==> src/rtl/cntr8_ctrl.sv <==
// Sequential controller for the 8-bit counter datapath: registered state code,
// registered count and a one-cycle wrap pulse, all updated on the rising edge.
module cntr8_ctrl #(
  parameter int unsigned WIDTH = 8
) (
  input  logic             clk,
  input  logic             reset_n,
  input  logic             clr,
  input  logic             load,
  input  logic             en,
  input  logic             inc,
  input  logic [WIDTH-1:0] d_in,
  output logic [2:0]       state,
  output logic [WIDTH-1:0] d_out,
  output logic             wrap
);

  localparam logic [2:0] IDLE_STATE = 3'b000;
  localparam logic [2:0] LOAD_STATE = 3'b001;
  localparam logic [2:0] INC_STATE  = 3'b010;
  localparam logic [2:0] INC2_STATE = 3'b011;
  localparam logic [2:0] DEC_STATE  = 3'b100;
  localparam logic [2:0] DEC2_STATE = 3'b101;

  localparam logic [WIDTH:0] STEP1 = (WIDTH+1)'(1);
  localparam logic [WIDTH:0] STEP2 = (WIDTH+1)'(2);

  logic [2:0]       next_state;
  logic [WIDTH-1:0] next_count;
  logic             next_wrap;
  logic             state_illegal;
  logic [WIDTH:0]   up_sum;
  logic [WIDTH:0]   dn_diff;
  logic [WIDTH:0]   step_amt;

  assign state_illegal = (state == 3'b110) || (state == 3'b111);

  // Direction-dependent successor state while counting.
  always_comb begin
    next_state = state;
    if (state_illegal) begin
      next_state = IDLE_STATE;
    end else if (clr) begin
      next_state = IDLE_STATE;
    end else if (load) begin
      next_state = LOAD_STATE;
    end else if (en) begin
      if (inc) begin
        next_state = (state == INC_STATE) ? INC2_STATE : INC_STATE;
      end else begin
        next_state = (state == DEC_STATE) ? DEC2_STATE : DEC_STATE;
      end
    end
  end

  // Step size follows the entered state; the extra MSB carries carry/borrow.
  always_comb begin
    step_amt = STEP1;
    if ((next_state == INC2_STATE) || (next_state == DEC2_STATE)) begin
      step_amt = STEP2;
    end
    up_sum  = {1'b0, d_out} + step_amt;
    dn_diff = {1'b0, d_out} - step_amt;
  end

  always_comb begin
    next_count = d_out;
    next_wrap  = 1'b0;
    if (state_illegal || clr) begin
      next_count = '0;
    end else if (load) begin
      next_count = d_in;
    end else if (en) begin
      if (inc) begin
        next_count = up_sum[WIDTH-1:0];
        next_wrap  = up_sum[WIDTH];
      end else begin
        next_count = dn_diff[WIDTH-1:0];
        next_wrap  = dn_diff[WIDTH];
      end
    end
  end

  always_ff @(posedge clk or negedge reset_n) begin
    if (!reset_n) begin
      state <= IDLE_STATE;
      d_out <= '0;
      wrap  <= 1'b0;
    end else begin
      state <= next_state;
      d_out <= next_count;
      wrap  <= next_wrap;
    end
  end

endmodule

==> config.mk <==
export PLATFORM = sky130hd
export DESIGN_NAME = cntr8_ctrl
export DESIGN_NICKNAME = d
export VERILOG_FILES = /design/src/rtl/cntr8_ctrl.sv
export SDC_FILE = /design/constraint.sdc
export NUM_CORES = 1
export LEC_CHECK = 0
export CAP_MARGIN = 20
export CELL_PAD_IN_SITES_DETAIL_PLACEMENT = 0
export CELL_PAD_IN_SITES_GLOBAL_PLACEMENT = 1
export CORE_ASPECT_RATIO = 0.6
export CORE_UTILIZATION = 36
export DETAILED_ROUTE_END_ITERATION = 10
export GPL_TIMING_DRIVEN = 0
export PLACE_DENSITY = 0.94
export SYNTH_ARGS = -nofsm -noshare
export SYNTH_HDL_FRONTEND = slang
export SYNTH_SLANG_ARGS = --single-unit
==> constraint.sdc <==
create_clock -name clk -period 4.16 [get_ports clk]
set_input_delay 0.832 -clock clk [delete_from_list [all_inputs] [get_ports clk]]
set_output_delay 0.832 -clock clk [all_outputs]
set_load 0.01 [all_outputs]
# Word-level counts from Yosys, hierarchy flattened
# Cells that the tools add are included.
[word_totals]
regBits = 12
latch_bits = 0
ramBits = 0
romBits = 0
input_bits = 14
out_inout_bits = 12
wordCells = 31
mem_count = 0
[op_classes]
addsub = 2
mul = 0
n_div = 0
order_cmp = 0
n_eq_ne = 6
shifts = 0
n_mux = 16
bitwise = 0
reduce_logical = 4
[ops]
columns = ["cell", "count"]
rows = [
  ["$mux 8", 4],
  ["$mux 3", 5],
  ["$eq 3x3->1 const B", 4],
  ["$add 8x9->9", 1],
  ["$sub 8x9->9", 1],
  ["$eq 3x2->1 const B", 2],
  ["$mux 1", 6],
  ["$logic_or 1x1->1", 3],
  ["$reduce_bool 3->1", 1],
  ["$mux 2", 1],
]

# Depth between registers and ports, before layout
# Gate-level depths: netlist of run 1.
[logic_depth]
word_depth = 15
depth_mapped = 14
ltp_nobuf = 13

# Worst setup path after synthesis of run 1
# No wires, ideal clock.
[synth_timing]
kind = "in2reg"
start = "input inc"
end = "register d_out[4]"
setup_ns = 0.078
t_arrival_ns = 3.237
required_time_ns = 4.082
path_slack_ns = 0.845
stages = 13
n_path_buf = 1
path_cell_list = "buf_1 > nand2_1 > nor2_1 > a21oi_1 > o31ai_1 > o311ai_0 > ha_1 > fa_1 > nor4b_1 > o21ai_0 > xnor2_1 > nand2_1 > a21oi_1"
[synth_between]
elab_chain_len = 13
elab_cells_between_ends = 15
classes_between = "add/sub: 2; eq/ne: 2; mux: 10; reduce/logical: 1"
[synth_lines]
columns = ["item", "line_no", "text"]
rows = [
  ["from (decl)", "11", "input logic inc,"],
  ["$mux 3", "48", "if (inc) begin"],
  ["$mux 3", "47", "end else if (en) begin"],
  ["$mux 3", "45", "end else if (load) begin"],
  ["$mux 3", "43", "end else if (clr) begin"],
  ["$mux 3", "41", "if (state_illegal) begin"],
  ["$eq 3x2->1 or $eq 3x3->1 (tied branches)", "59", "if ((next_state == INC2_STATE) || (next_state == DEC2_STATE)) begin"],
  ["$logic_or 1x1->1", "59", ""],
  ["$mux 2", "59", ""],
  ["$sub 8x9->9 or $add 8x9->9 (tied branches)", "63, 62", ""],
  ["$mux 8 (*)", "74", "if (inc) begin"],
  ["$mux 8 (*)", "73", "end else if (en) begin"],
  ["$mux 8 (*)", "71", "end else if (load) begin"],
  ["$mux 8 (*)", "69", "if (state_illegal || clr) begin"],
  ["to (signal assigned)", "91", "d_out <= next_count;"],
  ["to (decl)", "14", "output logic [WIDTH-1:0] d_out,"],
]
# Every way passes the cells marked *; elsewhere a longest branch is shown, timed or not. The select of a mux whose other input is x is not followed.
# A chain may end at the register's enable or synchronous reset.

# Worst setup path after layout of run 1
# Ends and elaborated chain as after synthesis.

==> run summary, run 1 <==
The clock latency at the later pin of the worst-skew pair is 250 ps. The share of final-layout standard cells stronger than drive strength 1 came out at 6.06%. The critical path launch point is inc. The startpoint type of the worst setup path is a primary input. In this run the cell area measured after placement is 1160 µm². The clock buffer count from CTS is 3.

The netlist area before placement came out at 876 µm². The area enclosed by the die boundary is 2640 µm². The total routing usage reported by global routing is 18.7%. Once the clock tree was built, the setup fixing pass inserted 0 buffers. The largest net degree at the start of global routing is 13. The worst-margin pin slew came out at 738 ps. The initial antenna violation count is 0.

The number of cells on the worst reg-to-reg path is 12. The final weighted congestion in routability-driven placement came out at 0.785. The number of buffers on the longest clock path came out at 2. Sequential cells were found to cover 34.3% of the synthesized design area. The total negative slack for setup checks is 0 ps. The layout net count is 153.

The total power divided by cell area came out at 293 nW/µm². The arrival time reported for the critical path endpoint is 3950 ps. The number of enable-type register cells in the synthesized netlist is 0. The violation count after the first detailed-routing iteration is 38.

In this run the tightest slew margin relative to its limit is 50.0%. The final period utilization came out at 91.1%. The net count after synthesis is 123. The floorplan has 13 rows.

The final critical-path required period is 3790 ps. The average routed wire per standard cell came out at 13.8 µm. The analysis attributes to cell leakage a power of 0.517 nW. By startpoint and endpoint, the worst setup path is classified as primary input to flip-flop.

After technology mapping, the gate count stands at 103. The max-capacitance violation count is 0. After clock tree synthesis, the clock-pin slew on the worst setup and hold paths is 60 ps. The register-to-register path setup slack is 1290 ps. The worst clock skew on the final layout is 4.53 ps. The total power came out at 357 µW. The flow ran to the end, and the final reports show no timing, DRC or antenna violations. The most instantiated flip-flop cell in the synthesis netlist is dfrtp_1. The die height came out at 40.2 µm. The count of synthesis-stage warnings from yosys is 0. The post-route antenna net violation count came out at 0. The via total after detailed routing came out at 853. The clock tree root driver cell is clkbuf_8. The total DRC errors in the routed layout is 0. The placeable core area came out at 2230 µm².

The startpoint of the tightest hold check path is state[0]. The global route total overflow is 0. The CTS tree is done.

The worst register-to-register path begins at state[1]. The wire length of the first global-routing pass is 3.53 mm. The floorplan step set the die width to 65.7 µm. The number of max-slew violations in the final report was 0. The sum of routed wire length over all layers is 2.24 mm. The number of clock sinks is 12. The total setup violations reported at the end of the flow came out at 0. Synthesis inferred 12 register bits. The worst supply voltage drop on vdd came out at 0.141 mV. The number of global-route vias before repair came to 762. The worst hold path was traced through 2 stages.

In this run the worst path has a maximum fanout of 10. The proportion of synthesized flip-flops having asynchronous set or reset came out at 100%. Dividing the detail-routed via count by the number of cells gives 5.27. The number of antenna diodes in the final layout is 0.

Detailed placement finished with a half-perimeter wire length of 1.69 mm. The final hold violation count came out at 0. The maximum clock rate is 264 MHz. The path category of the worst min-delay check is flip-flop to flip-flop. The starting density of the core is 39.3%. Data on the critical path is required at its endpoint by 4330 ps.

The number of different library cells used by synthesis comes to 32. The area growth from synthesis to layout is 39.3%. The synthesized area per cell is 8.50 µm². Hold is met by 652 ps. In this run the count of I/O pins placed on the die edge is 26. The endpoint class of the critical path is a flip-flop. For this run, the detailed router's first-pass iteration total came to 4. Setup repair after global routing left no endpoint under its margin. In this run the number of H-tree levels came out at 1.

The total of buffers placed on input and output ports is 25. The final instance area came out at 1220 µm².
what timing repair did:
item | 4_1_cts | 5_1_grt
endpoints found under the setup margin | 0 | 7
endpoints found under the hold margin | 0 | 0
resized for setup | 0 | 2
hold buffers | 0 | 0
cells by family after synthesis:
logic type	share of synthesized area, %
and+or+nand+nor	24.1
adders and majority gates	10.3
buffers and inverters	4.72
xor gates and xnor gates	5.00
muxes	4.57
DFF	34.3
AOI/OAI and AO/OA	17.0
layout by cell type (no fill, tap or decap), drive strengths merged, types with 2 or more instances in the layout:
master	n
a21oi	9
clkdlybuf4s50	25
xor2	2
a211oi	3
xnor2	3
mux2i	4
fa	2
nor4	3
ha	4
o21ai	4
nor3	5
nor2	13
inv	7
dfrtp	12
nand2	11
clkbuf	7
and4b	2
final cells by class:
type	instances	area, µm²
plain buffers	4	16.3
well taps	30	37.5
multi-input cells	80	534
repair buffers	25	250
inverters	7	26.3
fillers	197	1010
flip-flops and latches	12	300
clock buffers	4	55.1
critical path: stages:
cell,delay (ps)
clkdlybuf4s50_1,540
clkbuf_2,260
nand2_1,70
nor2_1,90
a21oi_1,60
o31ai_1,340
o311ai_1,320
ha_1,310
fa_1,420
nor4b_1,160
o21ai_0,210
xnor2_1,140
nand2_1,70
a21oi_1,140
power by group:
group	switching (mW)	total, mW	internal (mW)
clock network	0.0474	0.131	0.0838
registers	0.0109	0.135	0.124
logic	0.0439	0.0912	0.0472
flip-flops by register name (all words and copies together), names as in the netlist:
signal,cells
wrap,1
d_out,8
state,3
synthesized netlist by cell type, drive strengths merged (2+ instances only):
library cell	n	area share, %
xnor2	3	3.0
buf	2	0.86
xor2	2	2.0
nor2	13	5.6
nor4	3	2.1
inv	7	3.0
mux2i	4	4.6
and4b	2	2.3
nand2	11	4.7
nor3	5	2.9
o21ai	4	2.3
clkbuf	2	0.86
ha	4	5.7
a21oi	9	5.1
dfrtp	12	34
a211oi	3	2.6
fa	2	4.6
path summary, 6_finish.rpt:
kind | to
worst max-delay path | d_out[4]
worst min-delay path | state[0]
worst max register to register | d_out[4]
worst min register to register | state[0]
max in group asynchronous | d_out[3]
min in group asynchronous | state[2]
per-layer routing:
layer	vias to the layer above	track usage (%)	routed length, µm
met5	-	0	0
met4	0	3.26	19
met3	4	5.97	134
met2	33	30.6	977
met1	396	24.8	1100
li1	420	-	-
through the flow:
stage | setup slack [ps] | utilization (%) | std cells
after global routing | 39.9 | 54.7 | 162
final | 371 | 54.7 | 162
after floorplan | 845 | - | 103
after CTS | 41.1 | 54.7 | 162
after global placement | -23.3 | 52.2 | 158
after detailed placement | -180 | 52.2 | 158
No activity file was read; power rests on OpenSTA's default activity.
==> run 2, diff against run 1 <==
--- a/config.mk
+++ b/config.mk
@@ -9,6 +9,7 @@
 export CELL_PAD_IN_SITES_DETAIL_PLACEMENT = 0
 export CELL_PAD_IN_SITES_GLOBAL_PLACEMENT = 1
 export CORE_ASPECT_RATIO = 0.6
+export CORE_MARGIN = 5
 export CORE_UTILIZATION = 36
 export DETAILED_ROUTE_END_ITERATION = 10
 export GPL_TIMING_DRIVEN = 0
==> run 2 against run 1 <==
Via count grew 0.94%; power shrank 0.61%; clock-buffer cell count is the same; worst setup slack gained 47 ps; critical endpoint unchanged.
==> run summary, run 2 (same netlist as run 1, synthesis figures left out) <==
The run finished with clean final reports. The part of the power in combinational logic is 25.4% (about the same). The total routing usage reported by global routing came to 14.1% (-4.6 points). The final hold violation count came out at 0 (unchanged). Leaving out fill and tap cells, the most frequent cell in the layout is clkdlybuf4s50_1. The average routed wire per standard cell came out at 14.0 µm (+1.3%). The die height is 48.2 µm (+20%). The worst slew margin relative to its limit came out at 52.0% (+1.9 points). Setup repair after global routing left no endpoint under its margin.

The worst-case hold slack came out at 656 ps (+4.13 ps). The layout overhead on the synthesized area is 39.3% (unchanged). The maximum clock rate is 267 MHz (+1.3%). The starting density of the core came to 39.0% (-0.28 points). The share of final-layout standard cells stronger than drive strength 1 came out at 6.06% (unchanged). The final critical-path required period is 3740 ps (-47.2 ps). The number of core rows came out at 13 (unchanged).

The total of buffers placed on input and output ports is 25 (unchanged). TritonCTS built the clock tree. The die extent in x is 73.7 µm (+12%). The post-route core utilization is 54.3% (-0.40 points). The register bank with the most flops is d_out. STA classifies the critical path endpoint as a flip-flop. The path category of the worst min-delay check is flip-flop to flip-flop. STA classifies the critical path startpoint as a primary input. The critical path class is primary input to flip-flop. The worst clock skew on the final layout came out at 0.613 ps (-3.91 ps). The clock latency at the later pin of the worst-skew pair is 240 ps (about the same).

The largest net degree at the start of global routing is 13 (unchanged). The final weighted congestion in routability-driven placement came out at 0.835 (+6.3%). The count of placed standard cells in the final layout, fillers left out is 162 (unchanged). The largest registers in the layout are d_out (8), state (3), wrap (1). The layout net count came out at 153 (unchanged). The tree is rooted in a clkbuf_8.

The critical path required time came out at 4330 ps (about the same). The clock slew at the register clock pins of the worst setup and hold paths came out at 50 ps (about the same). The number of top-level pins came out at 26 (unchanged). The maximum level of the CTS H-tree is 1 (unchanged).

The register share of total power came out at 38.0% (+0.2 points). The worst supply voltage drop on vdd is 0.206 mV (+46%). The post-route antenna net violation count is 0 (unchanged). The share of total power in the clock network came out at 36.7% (about the same). The HPWL reported at the end of detailed placement is 1.72 mm (+1.4%). The number of max-slew violations in the final report is 0 (unchanged). The count of antenna diodes in the layout is 0 (unchanged). The total power divided by cell area is 291 nW/µm² (-0.61%).

The leakage component of the power came to 0.517 nW (unchanged). The wire length of the first global-routing pass is 3.62 mm (+2.3%). The library cells used most frequently in the layout, excluding fill and tap cells, are clkdlybuf4s50_1, nor2_1, dfrtp_1, nand2_1, a21oi_1. The number of global-route vias before repair was 793 (+4.1%). The worst-margin pin slew is 710 ps (-28.3 ps).

The via total after detailed routing came out at 861 (+0.94%). The violation count after the first detailed-routing iteration is 49 (+29%). The area enclosed by the die boundary is 3550 µm² (+35%).

The maximum fanout along the worst path came to 10 (unchanged). The quantity of gates resized following cts is 0 (unchanged). The number of clock sinks came out at 12 (unchanged).

The initial antenna violation count is 0 (unchanged). The number of placed instances, taps included came out at 158 (unchanged). The final period utilization came out at 90.0% (-1.1 points). The number of flip-flops in the largest register came out at 8 (unchanged). The total DRC errors in the routed layout came out at 0 (unchanged). The global route total overflow came out at 0 (unchanged). The clock buffer count from CTS is 3 (unchanged).

The sum of routed wire length over all layers came out at 2.27 mm (+1.3%). The net switching power of the design is 100 µW (-1.7%). The total setup violations reported at the end of the flow was 0 (unchanged).

The internal power came out at 255 µW (-0.16%). The number of iterations in the first detailed-routing pass came out at 4 (unchanged). The number of buffers on the longest clock path is 2 (unchanged). The share of total power consumed by net switching is 28.3% (-0.33 points). The placeable core area is 2240 µm² (+0.73%).

The detailed-route vias per instance came to 5.31 (+0.94%). The max-capacitance violation count came to 0 (unchanged). The arrival time reported for the critical path endpoint is 3910 ps (-40 ps). The cts-stage hold buffer count came out at 0 (unchanged). The register-to-register path setup slack is 1310 ps (+20 ps).

The total negative slack for setup checks is 0 ps (unchanged). The post-CTS setup-driven buffer insertion count came to 0 (unchanged).
-- run 2: power by group through the flow --
stage          Combinational [mW]  Clock (mW)  Sequential [mW]
2_1_floorplan              0.0458           0            0.138
5_1_grt                    0.0991       0.140            0.136
6_report                   0.0901       0.130            0.135
3_5_place_dp               0.0895           0            0.136
4_1_cts                    0.0901       0.136            0.135
3_3_place_gp               0.0875           0            0.136
-- run 2: critical path, cell delays in order --
cell             delay (ps)
clkdlybuf4s50_1         530
clkbuf_2                240
nand2_1                  70
nor2_1                  100
a21oi_1                  50
o31ai_1                 340
o311ai_1                310
ha_1                    310
fa_1                    410
nor4b_1                 160
o21ai_0                 190
xnor2_1                 140
nand2_1                  80
a21oi_1                 140
-- run 2: path summary, 6_finish.rpt --
kind                           from  endpoint  cells past startpoint
setup / recovery                inc  d_out[4]                     14
hold / removal             state[0]  state[0]                      2
setup reg to reg           state[1]  d_out[4]                     12
hold reg to reg            state[0]  state[0]                      2
max in group asynchronous   reset_n  d_out[7]                      1
min in group asynchronous   reset_n  state[0]                      1
-- run 2: stage by stage --
step                total power [mW]  cell area [µm²]  worst slack (ps)
finish                         0.355             1220               418
global route                   0.376             1220               124
CTS                            0.361             1220               108
detailed placement             0.226             1160              -144
global placement               0.224             1160             -18.1
floorplan                      0.184              876               845
-- run 2: cell type report --
| class | count | area [µm²] |
|---|---|---|
| plain buffers | 4 | 16.3 |
| repair buffers | 25 | 250 |
| fillers | 201 | 1020 |
| inverters | 7 | 26.3 |
| multi-input cells | 80 | 534 |
| clock buffers | 4 | 55.1 |
| flip-flops and latches | 12 | 300 |
| well taps | 30 | 37.5 |
-- run 2: metal layers --
metal	up-vias	GRT usage, %	wire length [µm]
li1	426	-	-
met1	393	18.4	1070
met4	0	5.42	29
met2	37	21.0	909
met3	5	5.97	253
met5	-	0	0
==> run 3, diff against run 2 <==
--- a/config.mk
+++ b/config.mk
@@ -8,12 +8,14 @@
 export CAP_MARGIN = 20
 export CELL_PAD_IN_SITES_DETAIL_PLACEMENT = 0
 export CELL_PAD_IN_SITES_GLOBAL_PLACEMENT = 1
-export CORE_ASPECT_RATIO = 0.6
 export CORE_MARGIN = 5
-export CORE_UTILIZATION = 36
+export CORE_UTILIZATION = 47
 export DETAILED_ROUTE_END_ITERATION = 10
+export DONT_BUFFER_PORTS = 1
 export GPL_TIMING_DRIVEN = 0
-export PLACE_DENSITY = 0.94
+export PLACE_DENSITY = 0.91
+export SKIP_LAST_GASP = 1
+export SLEW_MARGIN = 20
 export SYNTH_ARGS = -nofsm -noshare
 export SYNTH_HDL_FRONTEND = slang
 export SYNTH_SLANG_ARGS = --single-unit
==> run 3 against run 2 <==
Die area shrank 20%; worst setup slack gained 360 ps; first-iteration DRC count shrank 78%; critical endpoint unchanged.
==> run summary, run 3 (same netlist as run 1, synthesis figures left out) <==
TritonCTS built the clock tree. The worst supply voltage drop on vdd is 0.165 mV (-20%). The leading cell type in the layout, fill and taps excluded is nor2_1. The min-delay analysis places its worst path in the category primary input to asynchronous set/reset pin.

The post-route antenna net violation count came out at 0 (unchanged). The area enclosed by the die boundary was 2830 µm² (-20%). The count of antenna diodes in the layout is 0 (unchanged).

The clock slew at the register clock pins of the worst setup and hold paths came to 70 ps (+20 ps). The placeable core area came out at 1750 µm² (-22%). The number of clock sinks is 12 (unchanged). Ranked by flip-flop count, first place goes to d_out. The average routed wire per standard cell is 15.0 µm (+7.5%). The run finished with clean final reports. The number of top-level pins came out at 26 (unchanged). The initial antenna violation count came out at 0 (unchanged). The maximum fanout along the worst path is 10 (unchanged). The total setup violations reported at the end of the flow is 0 (unchanged).

The max-capacitance violation count came out at 0 (unchanged). Setup repair after global routing left no endpoint under its margin. The total of buffers placed on input and output ports was 0 (-100%). The maximum level of the CTS H-tree came out at 1 (unchanged). The number of placed instances, taps included came out at 128 (-19%). The cts-stage hold buffer count is 0 (unchanged). The setup slack after placement came out at 505 ps (+648 ps). The global route total overflow is 0 (unchanged). The final period utilization is 81.3% (-8.7 points).

The total power divided by cell area is 286 nW/µm² (-1.7%). The via total after detailed routing is 747 (-13%). The worst setup path is of the primary input to flip-flop kind. The clock latency at the later pin of the worst-skew pair came out at 270 ps (+30 ps). The starting density of the core is 50.2% (+11 points).

The number of buffers on the longest clock path came out at 2 (unchanged). In this run the clock root is driven by a clkbuf_4. The wire length of the first global-routing pass came out at 3.33 mm (-8.0%). The arrival time reported for the critical path endpoint was 3580 ps (-330 ps). The worst register-to-register path begins at state[1]. The sum of routed wire length over all layers came out at 1.97 mm (-13%).

The leakage component of the power came to 0.404 nW (-22%). The worst clock skew on the final layout came out at 2.83 ps (+2.22 ps). The detailed-route vias per instance is 5.70 (+7.3%). The violation count after the first detailed-routing iteration is 11 (-78%). The clock buffer count from CTS came to 3 (unchanged).

The HPWL reported at the end of detailed placement came out at 1.48 mm (-14%). The critical path required time came to 4360 ps (+30 ps). The total DRC errors in the routed layout is 0 (unchanged). The post-CTS setup-driven buffer insertion count is 0 (unchanged). The worst setup path is captured at a flip-flop. The layout net count was 128 (-16%). STA classifies the critical path startpoint as a primary input.

The final weighted congestion in routability-driven placement came out at 0.766 (-8.3%). The count of filler cells inserted in the layout came out at 179 (-11%). The number of global-route vias before repair is 768 (-3.2%). The worst-margin pin slew came to 998 ps (+289 ps).

The final hold violation count came out at 0 (unchanged). The number of iterations in the first detailed-routing pass came out at 4 (unchanged). The die extent in x came out at 53.2 µm (-28%).

The final setup slack of the worst path came out at 780 ps (+362 ps). The total routing usage reported by global routing came out at 16.4% (+2.3 points). The count of placed standard cells in the final layout, fillers left out is 131 (-19%). From synthesis to final layout, the design area changed by 6.14%. In the final layout, the registers with the most flip-flops are d_out (8), state (3), wrap (1). The quantity of gates resized following cts came out at 0 (unchanged). The post-route core utilization came out at 53.3% (-1.1 points).

The final critical-path required period came to 3380 ps (-362 ps). The total negative slack for setup checks came to 0 ps (unchanged). The worst slew margin relative to its limit was 32.6% (-19 points). The largest net degree at the start of global routing came out at 13 (unchanged). The share of final-layout standard cells stronger than drive strength 1 came to 5.66% (-0.40 points). Tracing the worst setup path back leads to its startpoint at inc. The maximum clock rate is 296 MHz (+11%).

The library cells used most frequently in the layout, excluding fill and tap cells, are nor2_1, dfrtp_1, nand2_1, a21oi_1, inv_1. The number of core rows is 15 (+2). The number of max-slew violations in the final report is 0 (unchanged). The worst-case hold slack was 244 ps (-412 ps).

The die height is 53.2 µm (+10%). The number of flip-flops in the largest register is 8 (unchanged).
[run 3: cell count changes in the layout (fill, tap and decap cells not counted), sizes merged]
cell / before / now
clkbuf: 7 / 5
clkdlybuf4s50: 25 / 0
buf: 1 / 2
[run 3: final timing paths]
| kind | to | cells after the start | slack (ps) |
|---|---|---|---|
| hold / removal | state[2] | 0 | 240 |
| max in group asynchronous | d_out[3] | 0 | 3840 |
| hold reg to reg | state[0] | 2 | 710 |
| setup / recovery | d_out[4] | 13 | 780 |
| min in group clk | d_out[4] | 2 | 690 |
| setup reg to reg | d_out[4] | 12 | 1170 |
[run 3: layout make-up]
type	count	area, µm²	area share [%]
Inverter	7	26.3	2.83
Sequential cell	12	300	32.3
Tap cell	25	31.3	3.36
Buffer	4	15.0	1.62
Clock buffer	3	22.5	2.42
Multi-Input combinational cell	80	534	57.5
[run 3: per-layer routing]
metal	up-vias	part of all wire (%)	GRT usage (%)
met1	350	46	19.8
met4	0	2.1	8.94
met5	-	0	0
li1	374	-	-
met2	19	47	26.7
met3	4	5.7	3.94
[run 3: metrics by stage]
stage          total power, mW  area (µm²)
3_3_place_gp             0.194         907
2_1_floorplan            0.184         876
6_report                 0.266         930
5_1_grt                  0.284         930
4_1_cts                  0.269         930
3_5_place_dp             0.196         907
[run 3: critical path, stage by stage]
cell	delay (ps)
buf_1	330
nand2_1	90
nor2_1	100
a21oi_1	50
o31ai_1	290
o311ai_0	410
ha_1	360
fa_1	410
nor4b_1	160
o21ai_0	200
xnor2_1	140
nand2_1	70
a21oi_1	140
[run 3: power by group]
group / internal (mW) / leakage (nW) / switching, mW
clock: 0.0335 / 0.0138 / 0.0387
sequential: 0.124 / 0.159 / 0.0155
combinational: 0.0244 / 0.231 / 0.0303
